==> config.mk <==
export PLATFORM = sky130hd
export DESIGN_NAME = mem_bus_arbiter
export DESIGN_NICKNAME = d
export VERILOG_FILES = /design/src/rtl/mem_bus_arbiter_pkg.sv /design/src/rtl/mem_bus_arbiter.sv
export SDC_FILE = /design/constraint.sdc
export NUM_CORES = 1
export LEC_CHECK = 0
export ABC_AREA = 1
export CAP_MARGIN = 15
export CORE_MARGIN = 5
export CORE_UTILIZATION = 39
export CTS_BUF_LIST = sky130_fd_sc_hd__clkbuf_4 sky130_fd_sc_hd__clkbuf_8 sky130_fd_sc_hd__clkbuf_16
export DETAILED_ROUTE_END_ITERATION = 10
export PLACE_DENSITY_LB_ADDON = 0.12
export REMOVE_ABC_BUFFERS = 1
export SLEW_MARGIN = 10
export SYNTH_ARGS = -nofsm -noshare
export SYNTH_HDL_FRONTEND = slang
export SYNTH_SLANG_ARGS = --single-unit
==> constraint.sdc <==
create_clock -name clk -period 1.6 [get_ports clk]
set_input_delay 0.16 -clock clk [delete_from_list [all_inputs] [get_ports clk]]
set_output_delay 0.16 -clock clk [all_outputs]
set_load 0.01 [all_outputs]
==> src/rtl/mem_bus_arbiter_pkg.sv <==
// Shared constants for the instruction/data memory bus arbiter.
package mem_bus_arbiter_pkg;

  localparam logic [1:0] ARB_IDLE  = 2'd0;
  localparam logic [1:0] ARB_DATA  = 2'd1;
  localparam logic [1:0] ARB_INST  = 2'd2;
  localparam logic [1:0] ARB_DRAIN = 2'd3;

  localparam int ARB_TIMEOUT_W = 8;
  localparam int REG_BUS_W     = 32;
  localparam int INST_ADDR_W   = 32;

endpackage

==> src/rtl/mem_bus_arbiter.sv <==
// Serialises fetch and data accesses onto one variable-latency bus, data first,
// buffering results and stalling the pipeline until the cycle's accesses finish.
//
// state | meaning
// IDLE  | no bus access; picks data, then fetch
// DATA  | data access on the bus, waiting for ack
// INST  | fetch access on the bus, waiting for ack
// DRAIN | flushed access still on the bus; result is discarded
module mem_bus_arbiter
  import mem_bus_arbiter_pkg::*;
#(
  parameter int unsigned TIMEOUT_CYCLES = 255
) (
  input  logic                   clk,
  input  logic                   rst,
  input  logic                   flush,
  input  logic                   inst_ce_i,
  input  logic [INST_ADDR_W-1:0] inst_addr_i,
  output logic [REG_BUS_W-1:0]   inst_data_o,
  input  logic                   data_ce_i,
  input  logic                   data_we_i,
  input  logic [3:0]             data_sel_i,
  input  logic [REG_BUS_W-1:0]   data_addr_i,
  input  logic [REG_BUS_W-1:0]   data_wdata_i,
  output logic [REG_BUS_W-1:0]   data_rdata_o,
  output logic                   stallreq_o,
  output logic                   bus_req_o,
  output logic                   bus_we_o,
  output logic [3:0]             bus_sel_o,
  output logic [REG_BUS_W-1:0]   bus_addr_o,
  output logic [REG_BUS_W-1:0]   bus_wdata_o,
  input  logic [REG_BUS_W-1:0]   bus_rdata_i,
  input  logic                   bus_ack_i,
  output logic                   bus_timeout_o
);

  localparam logic [ARB_TIMEOUT_W-1:0] TO_LAST = ARB_TIMEOUT_W'(TIMEOUT_CYCLES - 1);
  localparam logic [ARB_TIMEOUT_W-1:0] CNT_ONE = ARB_TIMEOUT_W'(1);

  logic [1:0]               state_q, state_d;
  logic                     bus_req_q, bus_req_d;
  logic                     bus_we_q, bus_we_d;
  logic [3:0]               bus_sel_q, bus_sel_d;
  logic [REG_BUS_W-1:0]     bus_addr_q, bus_addr_d;
  logic [REG_BUS_W-1:0]     bus_wdata_q, bus_wdata_d;
  logic                     inst_done_q, inst_done_d;
  logic                     data_done_q, data_done_d;
  logic [ARB_TIMEOUT_W-1:0] cnt_q, cnt_d;
  logic [REG_BUS_W-1:0]     inst_buf_q, inst_buf_d;
  logic [REG_BUS_W-1:0]     data_buf_q, data_buf_d;
  logic                     timeout_q, timeout_d;

  logic data_pend, inst_pend, stall_int, ack_hit, to_hit;

  assign data_pend = data_ce_i & ~data_done_q;
  assign inst_pend = inst_ce_i & ~inst_done_q;
  assign stall_int = data_pend | inst_pend | (state_q == ARB_DRAIN);
  assign ack_hit   = bus_req_q & bus_ack_i;
  // Timeout fires on the edge where the counter would reach TIMEOUT_CYCLES.
  assign to_hit    = bus_req_q & ~bus_ack_i & (cnt_q == TO_LAST);

  // Gated with reset so the stall releases immediately, without a clock edge.
  assign stallreq_o    = rst & stall_int;
  assign bus_req_o     = bus_req_q;
  assign bus_we_o      = bus_we_q;
  assign bus_sel_o     = bus_sel_q;
  assign bus_addr_o    = bus_addr_q;
  assign bus_wdata_o   = bus_wdata_q;
  assign inst_data_o   = inst_buf_q;
  assign data_rdata_o  = data_buf_q;
  assign bus_timeout_o = timeout_q;

  always_comb begin
    state_d     = state_q;
    bus_req_d   = bus_req_q;
    bus_we_d    = bus_we_q;
    bus_sel_d   = bus_sel_q;
    bus_addr_d  = bus_addr_q;
    bus_wdata_d = bus_wdata_q;
    inst_done_d = inst_done_q;
    data_done_d = data_done_q;
    inst_buf_d  = inst_buf_q;
    data_buf_d  = data_buf_q;
    timeout_d   = timeout_q;
    cnt_d       = cnt_q;

    if (ack_hit || to_hit) begin
      cnt_d = '0;
    end else if (bus_req_q) begin
      cnt_d = cnt_q + CNT_ONE;
    end

    if (!stall_int) begin
      inst_done_d = 1'b0;
      data_done_d = 1'b0;
    end

    case (state_q)
      ARB_IDLE: begin
        if (!flush) begin
          if (data_pend) begin
            state_d     = ARB_DATA;
            bus_req_d   = 1'b1;
            bus_we_d    = data_we_i;
            bus_sel_d   = data_sel_i;
            bus_addr_d  = data_addr_i;
            bus_wdata_d = data_wdata_i;
          end else if (inst_pend) begin
            state_d     = ARB_INST;
            bus_req_d   = 1'b1;
            bus_we_d    = 1'b0;
            bus_sel_d   = 4'b1111;
            bus_addr_d  = inst_addr_i;
            bus_wdata_d = '0;
          end
        end
      end
      ARB_DATA, ARB_INST: begin
        if (flush) begin
          if (ack_hit || to_hit) begin
            state_d   = ARB_IDLE;
            bus_req_d = 1'b0;
            if (to_hit) timeout_d = 1'b1;
          end else begin
            state_d = ARB_DRAIN;
          end
        end else if (ack_hit || to_hit) begin
          state_d   = ARB_IDLE;
          bus_req_d = 1'b0;
          if (to_hit) timeout_d = 1'b1;
          if (state_q == ARB_DATA) begin
            data_done_d = 1'b1;
            if (ack_hit && !bus_we_q) data_buf_d = bus_rdata_i;
          end else begin
            inst_done_d = 1'b1;
            inst_buf_d  = ack_hit ? bus_rdata_i : '0;
          end
        end
      end
      default: begin
        if (ack_hit || to_hit) begin
          state_d   = ARB_IDLE;
          bus_req_d = 1'b0;
          if (to_hit) timeout_d = 1'b1;
        end
      end
    endcase

    if (flush) begin
      inst_done_d = 1'b0;
      data_done_d = 1'b0;
    end
  end

  always_ff @(posedge clk or negedge rst) begin
    if (!rst) begin
      state_q     <= ARB_IDLE;
      bus_req_q   <= 1'b0;
      bus_we_q    <= 1'b0;
      bus_sel_q   <= '0;
      bus_addr_q  <= '0;
      bus_wdata_q <= '0;
      inst_done_q <= 1'b0;
      data_done_q <= 1'b0;
      cnt_q       <= '0;
      inst_buf_q  <= '0;
      data_buf_q  <= '0;
      timeout_q   <= 1'b0;
    end else begin
      state_q     <= state_d;
      bus_req_q   <= bus_req_d;
      bus_we_q    <= bus_we_d;
      bus_sel_q   <= bus_sel_d;
      bus_addr_q  <= bus_addr_d;
      bus_wdata_q <= bus_wdata_d;
      inst_done_q <= inst_done_d;
      data_done_q <= data_done_d;
      cnt_q       <= cnt_d;
      inst_buf_q  <= inst_buf_d;
      data_buf_q  <= data_buf_d;
      timeout_q   <= timeout_d;
    end
  end

endmodule

Word level (Yosys, flattened, before mapping)

Index checks and enable logic that the tools add are counted.
Widths: inputs -> output; s select.

Flip-flop bits (word level): 147
Input port bits: 139
Logic and storage cells: 80

Equal/unequal tests: 6
Bitwise logic cells: 14
Add/subtract/negate cells: 1
Reduce and logical (&&, ||, !) cells: 14
Multiplexer cells: 33

Operator list:

| kind                | number |
|---|---|
| $mux 32             | 5 |
| $mux 1              | 17 |
| $mux 8              | 2 |
| $mux 2              | 6 |
| $reduce_and 3->1    | 3 |
| $add 8x1->8 const B | 1 |
| $eq 8x8->1 const B  | 1 |
| $mux 4              | 2 |
| $and 1x1->1         | 6 |
| $not 1->1           | 6 |
| $reduce_bool 2->1   | 3 |
| $reduce_and 5->1    | 1 |
| $eq 2x2->1 const B  | 2 |
| $pmux 2 s2          | 1 |
| $reduce_and 4->1    | 1 |
| $ne 3x3->1 const B  | 1 |
| $eq 2x1->1 const B  | 1 |
| $logic_not 2->1     | 1 |
| $ne 2x2->1 const B  | 1 |
| $or 1x1->1          | 2 |
| $reduce_and 2->1    | 1 |
| $reduce_or 2->1     | 1 |
| $logic_and 1x1->1   | 1 |
| $logic_not 1->1     | 1 |
| $logic_or 1x1->1    | 1 |

Depth between registers and ports, before layout

Word-level depth: 9
Mapped depth: 10

Worst setup path before layout

OpenSTA, ideal clock, no wires.

Kind: reg2reg
Start point: reg state_q[0]
End point: reg data_buf_q[1] (netlist: data_rdata_o[1])
Clock period less this slack: 1.523 ns
Required time: 1.478 ns
Path slack: 0.077 ns
Arrival: 1.401 ns
Cell stages (with the launch flop): 8
Buffers on the path: 2
Path through: dfrtp_1 > inv_1 > ha_1 > buf_2 > inv_1 > nor2_8 > buf_6 > a21oi_1

Word-level cells in the longest chain between the ends: 3
Elaborated cells between the ends (all ways): 4

Ends and longest elaborated chain:

| item                                     | line                                          | RTL |
|---|---|---|
| from (decl)                              | mem_bus_arbiter.sv:40                         | `logic [1:0] state_q, state_d;` |
| from (signal assigned)                   | mem_bus_arbiter.sv:170                        | `state_q <= state_d;` |
| $eq 2x1->1 or $eq 2x2->1 (tied branches) | mem_bus_arbiter.sv:98, mem_bus_arbiter.sv:131 |  |
| $reduce_or 2->1                          | mem_bus_arbiter.sv:98                         | `case (state_q)` |
| $reduce_and 5->1 (no source line) *      | n/a                                           |  |
| to (signal assigned)                     | mem_bus_arbiter.sv:180                        | `data_buf_q <= data_buf_d;` |
| to (decl)                                | mem_bus_arbiter.sv:50                         | `logic [REG_BUS_W-1:0] data_buf_q, data_buf_d;` |

Mark *: on every way between the ends. The rest lies on a longest branch, timed or not.
A chain may end at the register's enable or synchronous reset.

Worst setup path in the final report

Start point: reg state_q[0]
End point: reg data_buf_q[5] (netlist: data_rdata_o[5])

Same word-level chain as after synthesis.

==> qor.txt <==
H-tree lvl count - 4
class of the worst hold path - in -> reg
Int Pwr - 12.5 mW
GRT overflow - 0
DR DRC count - 0
unrepaired setup endpoints after global routing - true
Die H - 141 um
Crit. End Element - flop
minimum clock period - 1.54 ns
core box area - 17100 um2
detailed-placement wirelength estimate - 14.1 mm
switch share - 34.4%
worst hold slack - 0.287 ns
clk_lat worst skew - 0.42 ns
Post-Syn Area - 6710 um2
Final setup viols - 0
final worst-path cycle share - 96.1%
YS warnings - 0
First DRT Iteration DRCs - 333
Async SR Flop Fraction - 100%
Slew @ Worst Pin - 0.854 ns
TritonRoute pass-1 iters - 4
Vias/cell - 4.63
Max IR drop VDD - 814 uV
Final Hold Vio Count - 0
area delta synth->final - 60.3%
vias - 6085
area of the die - 19900 um2
port bufs - 274
critical path arrival - 1.88 ns
post-synthesis sequential area ratio - 54.8%
Slew Viols, Final - 0
CP startpoint kind - flop
CTS clk-pin slew, worst paths - 0.06 ns
max_slew headroom - 43.1%
proportion of layout cells with a drive suffix above 1 - 12.6%
Mapped Avg Cell Area - 8.58 um2
status - complete, no violations
layout net count - 1218
clock buffer depth - 2
leak pwr - 5.17 nW
part of the power in combinational logic - 45.0%
routed len/inst - 16.0 um
PD cells - 1770 nW/um2
Post-DRT Antenna Nets - 0
Post-synth EDFFs - 0
FP Rows - 48
Cells after Synth - 782
Num CTS Buffers - 17
Post-Route WL - 21.0 mm
Psw - 6.54 mW
flops & latches, synth - 147
clock share of power - 23.0%
Non-Filler Instances - 1313
sequential power share - 32.0%
Max Fclk - 650 MHz
total clock sinks - 147
Netlist cell types - 32
required time worst endpoint - 1.94 ns
largest net degree at the start of global routing - 148
vias in the first global route - 5855
placed cells - 1263
# IOs - 275
critical path class - reg -> reg
initial antenna violation count - 1
initial core utilization - 39.2%
CTS tree - built
RD Place Congestion - 0.823
crit-path max FO - 6
Die Wd - 141 um
clk_skew - 0.00969 ns
max cap viols - 0
Tot GR Track Use - 20.1%
Root Driver - clkbuf_16
Top FF cell, synth - dfrtp_1
first-pass GRT wire length - 31.7 mm
cells in the mapped netlist (2+ instances only):
library cell | number | area [um2]
nand4_1 | 34 | 213
buf_6 | 10 | 113
nor2_1 | 72 | 270
nor2_4 | 2 | 22.5
nor3_1 | 2 | 10.0
xor2_1 | 3 | 26.3
clkbuf_1 | 13 | 48.8
a21oi_2 | 28 | 245
o22a_1 | 4 | 35.0
o21ai_1 | 11 | 55.1
inv_2 | 3 | 11.3
ha_1 | 5 | 62.6
inv_1 | 82 | 308
o21ai_0 | 55 | 275
buf_4 | 3 | 22.5
dfrtp_1 | 147 | 3680
a21oi_1 | 5 | 25.0
buf_2 | 21 | 105
nand3_1 | 38 | 190
nand2_1 | 230 | 863
nand2_2 | 3 | 18.8
state kept, by name (all words and copies together) (netlist names):
| signal | count |
|---|---|
| state_q | 2 |
| data_rdata_o | 32 |
| bus_req_o | 1 |
| bus_sel_o | 4 |
| bus_timeout_o | 1 |
| data_done_q | 1 |
| bus_we_o | 1 |
| inst_data_o | 32 |
| inst_done_q | 1 |
| bus_addr_o | 32 |
| bus_wdata_o | 32 |
| cnt_q | 8 |
cells by family (layout without fill, tap and decap cells):
| group | after synthesis | after routing | share of synthesized area [%] |
|---|---|---|---|
| fa+ha+maj | 5 | 5 | 0.932 |
| other cells | 0 | 1 | 0 |
| buf+inv | 132 | 437 | 9.06 |
| simple gates | 388 | 388 | 24.9 |
| compound gates | 106 | 106 | 9.79 |
| flops | 147 | 147 | 54.8 |
| xor+xnor | 4 | 4 | 0.522 |
power by group through the flow:
stage / clock network (mW) / logic [mW] / registers, mW
detailed placement: 0 / 8.01 / 6.14
CTS: 4.48 / 8.26 / 6.08
global route: 4.63 / 9.26 / 6.29
floorplan: 0 / 2.57 / 6.93
finish: 4.38 / 8.58 / 6.09
global placement: 0 / 7.95 / 6.09
what timing repair did:
| action | CTS | global route |
|---|---|---|
| hold buffers | 1 | 0 |
| setup endpoints to repair | 2 | 100 |
| gates cloned | 1 | 6 |
| gates resized for setup | 14 | 16 |
| pin swaps | 2 | 5 |
| hold endpoints to repair | 147 | 0 |
| buffers inserted | 5 | 6 |
area by class of cell:
type | instances | area [um2]
flip-flops and latches | 147 | 3680
well taps | 225 | 282
clock inverters | 11 | 171
diodes | 1 | 2.50
multi-input cells | 503 | 2480
repair buffers | 320 | 3330
clock buffers | 21 | 480
fillers | 1446 | 6360
inverters | 85 | 324
worst max-delay path: stages, from the launching register on:
cell       delay [ns]
dfrtp_1          0.37
buf_6            0.12
inv_2            0.04
ha_4             0.28
inv_2            0.06
nor2_8           0.16
buf_12           0.14
clkbuf_16        0.14
nor2_1           0.05
a21oi_2          0.09
metrics by stage:
stage	utilization [%]	total power [mW]	cell area (um2)	TNS [ns]	setup slack, ns
6_report	62.8	19.0	10800	0	0.0623
3_5_place_dp	57.1	14.2	9780	-0.178	-0.107
2_1_floorplan	-	9.50	6420	-131.55	-1.11
3_3_place_gp	57.1	14.0	9780	-0.0854	-0.0854
4_1_cts	61.8	18.8	10600	-0.0423	-0.0423
5_1_grt	62.8	20.2	10800	-0.111	-0.0129
path summary, 6_finish.rpt:
path	slack [ns]	startpoint	to	cells after the start
worst min register to register	0.47	inst_data_o[8]	inst_data_o[8]	2
worst min-delay path	0.29	data_wdata_i[8]	bus_wdata_o[8]	3
min in group asynchronous	0.42	rst	bus_wdata_o[21]	3
worst max register to register	0.06	state_q[0]	data_rdata_o[5]	9
max in group asynchronous	0.48	rst	state_q[1]	3
worst max-delay path	0.06	state_q[0]	data_rdata_o[5]	9
cell usage in the layout, fill, tap and decap left out, types with 2 or more instances in the layout:
| master | count |
|---|---|
| nand2_1 | 226 |
| o21ai_1 | 11 |
| nand4_1 | 34 |
| clkbuf_8 | 4 |
| nor2_4 | 3 |
| inv_2 | 9 |
| clkinvlp_4 | 2 |
| xor2_1 | 3 |
| nor2_2 | 2 |
| dfrtp_1 | 147 |
| ha_1 | 2 |
| ha_4 | 2 |
| o21ai_0 | 55 |
| nor2_1 | 70 |
| a21oi_2 | 28 |
| nand2_2 | 6 |
| inv_6 | 3 |
| o22a_1 | 4 |
| clkinv_2 | 2 |
| buf_6 | 6 |
| inv_4 | 2 |
| nor3_1 | 2 |
| clkdlybuf4s50_1 | 272 |
| nand3_1 | 38 |
| clkbuf_16 | 22 |
| buf_4 | 24 |
| buf_12 | 11 |
| a21oi_1 | 5 |
| inv_1 | 74 |
| bufinv_16 | 4 |
routing by layer:
| metal | share of wire [%] | track usage [%] |
|---|---|---|
| met3 | 6.3 | 5.73 |
| met2 | 50 | 33.7 |
| met5 | 0 | 0 |
| met4 | 1.5 | 6.83 |
| met1 | 42 | 25.0 |
Note: power is estimated with default switching activity, not from simulation.
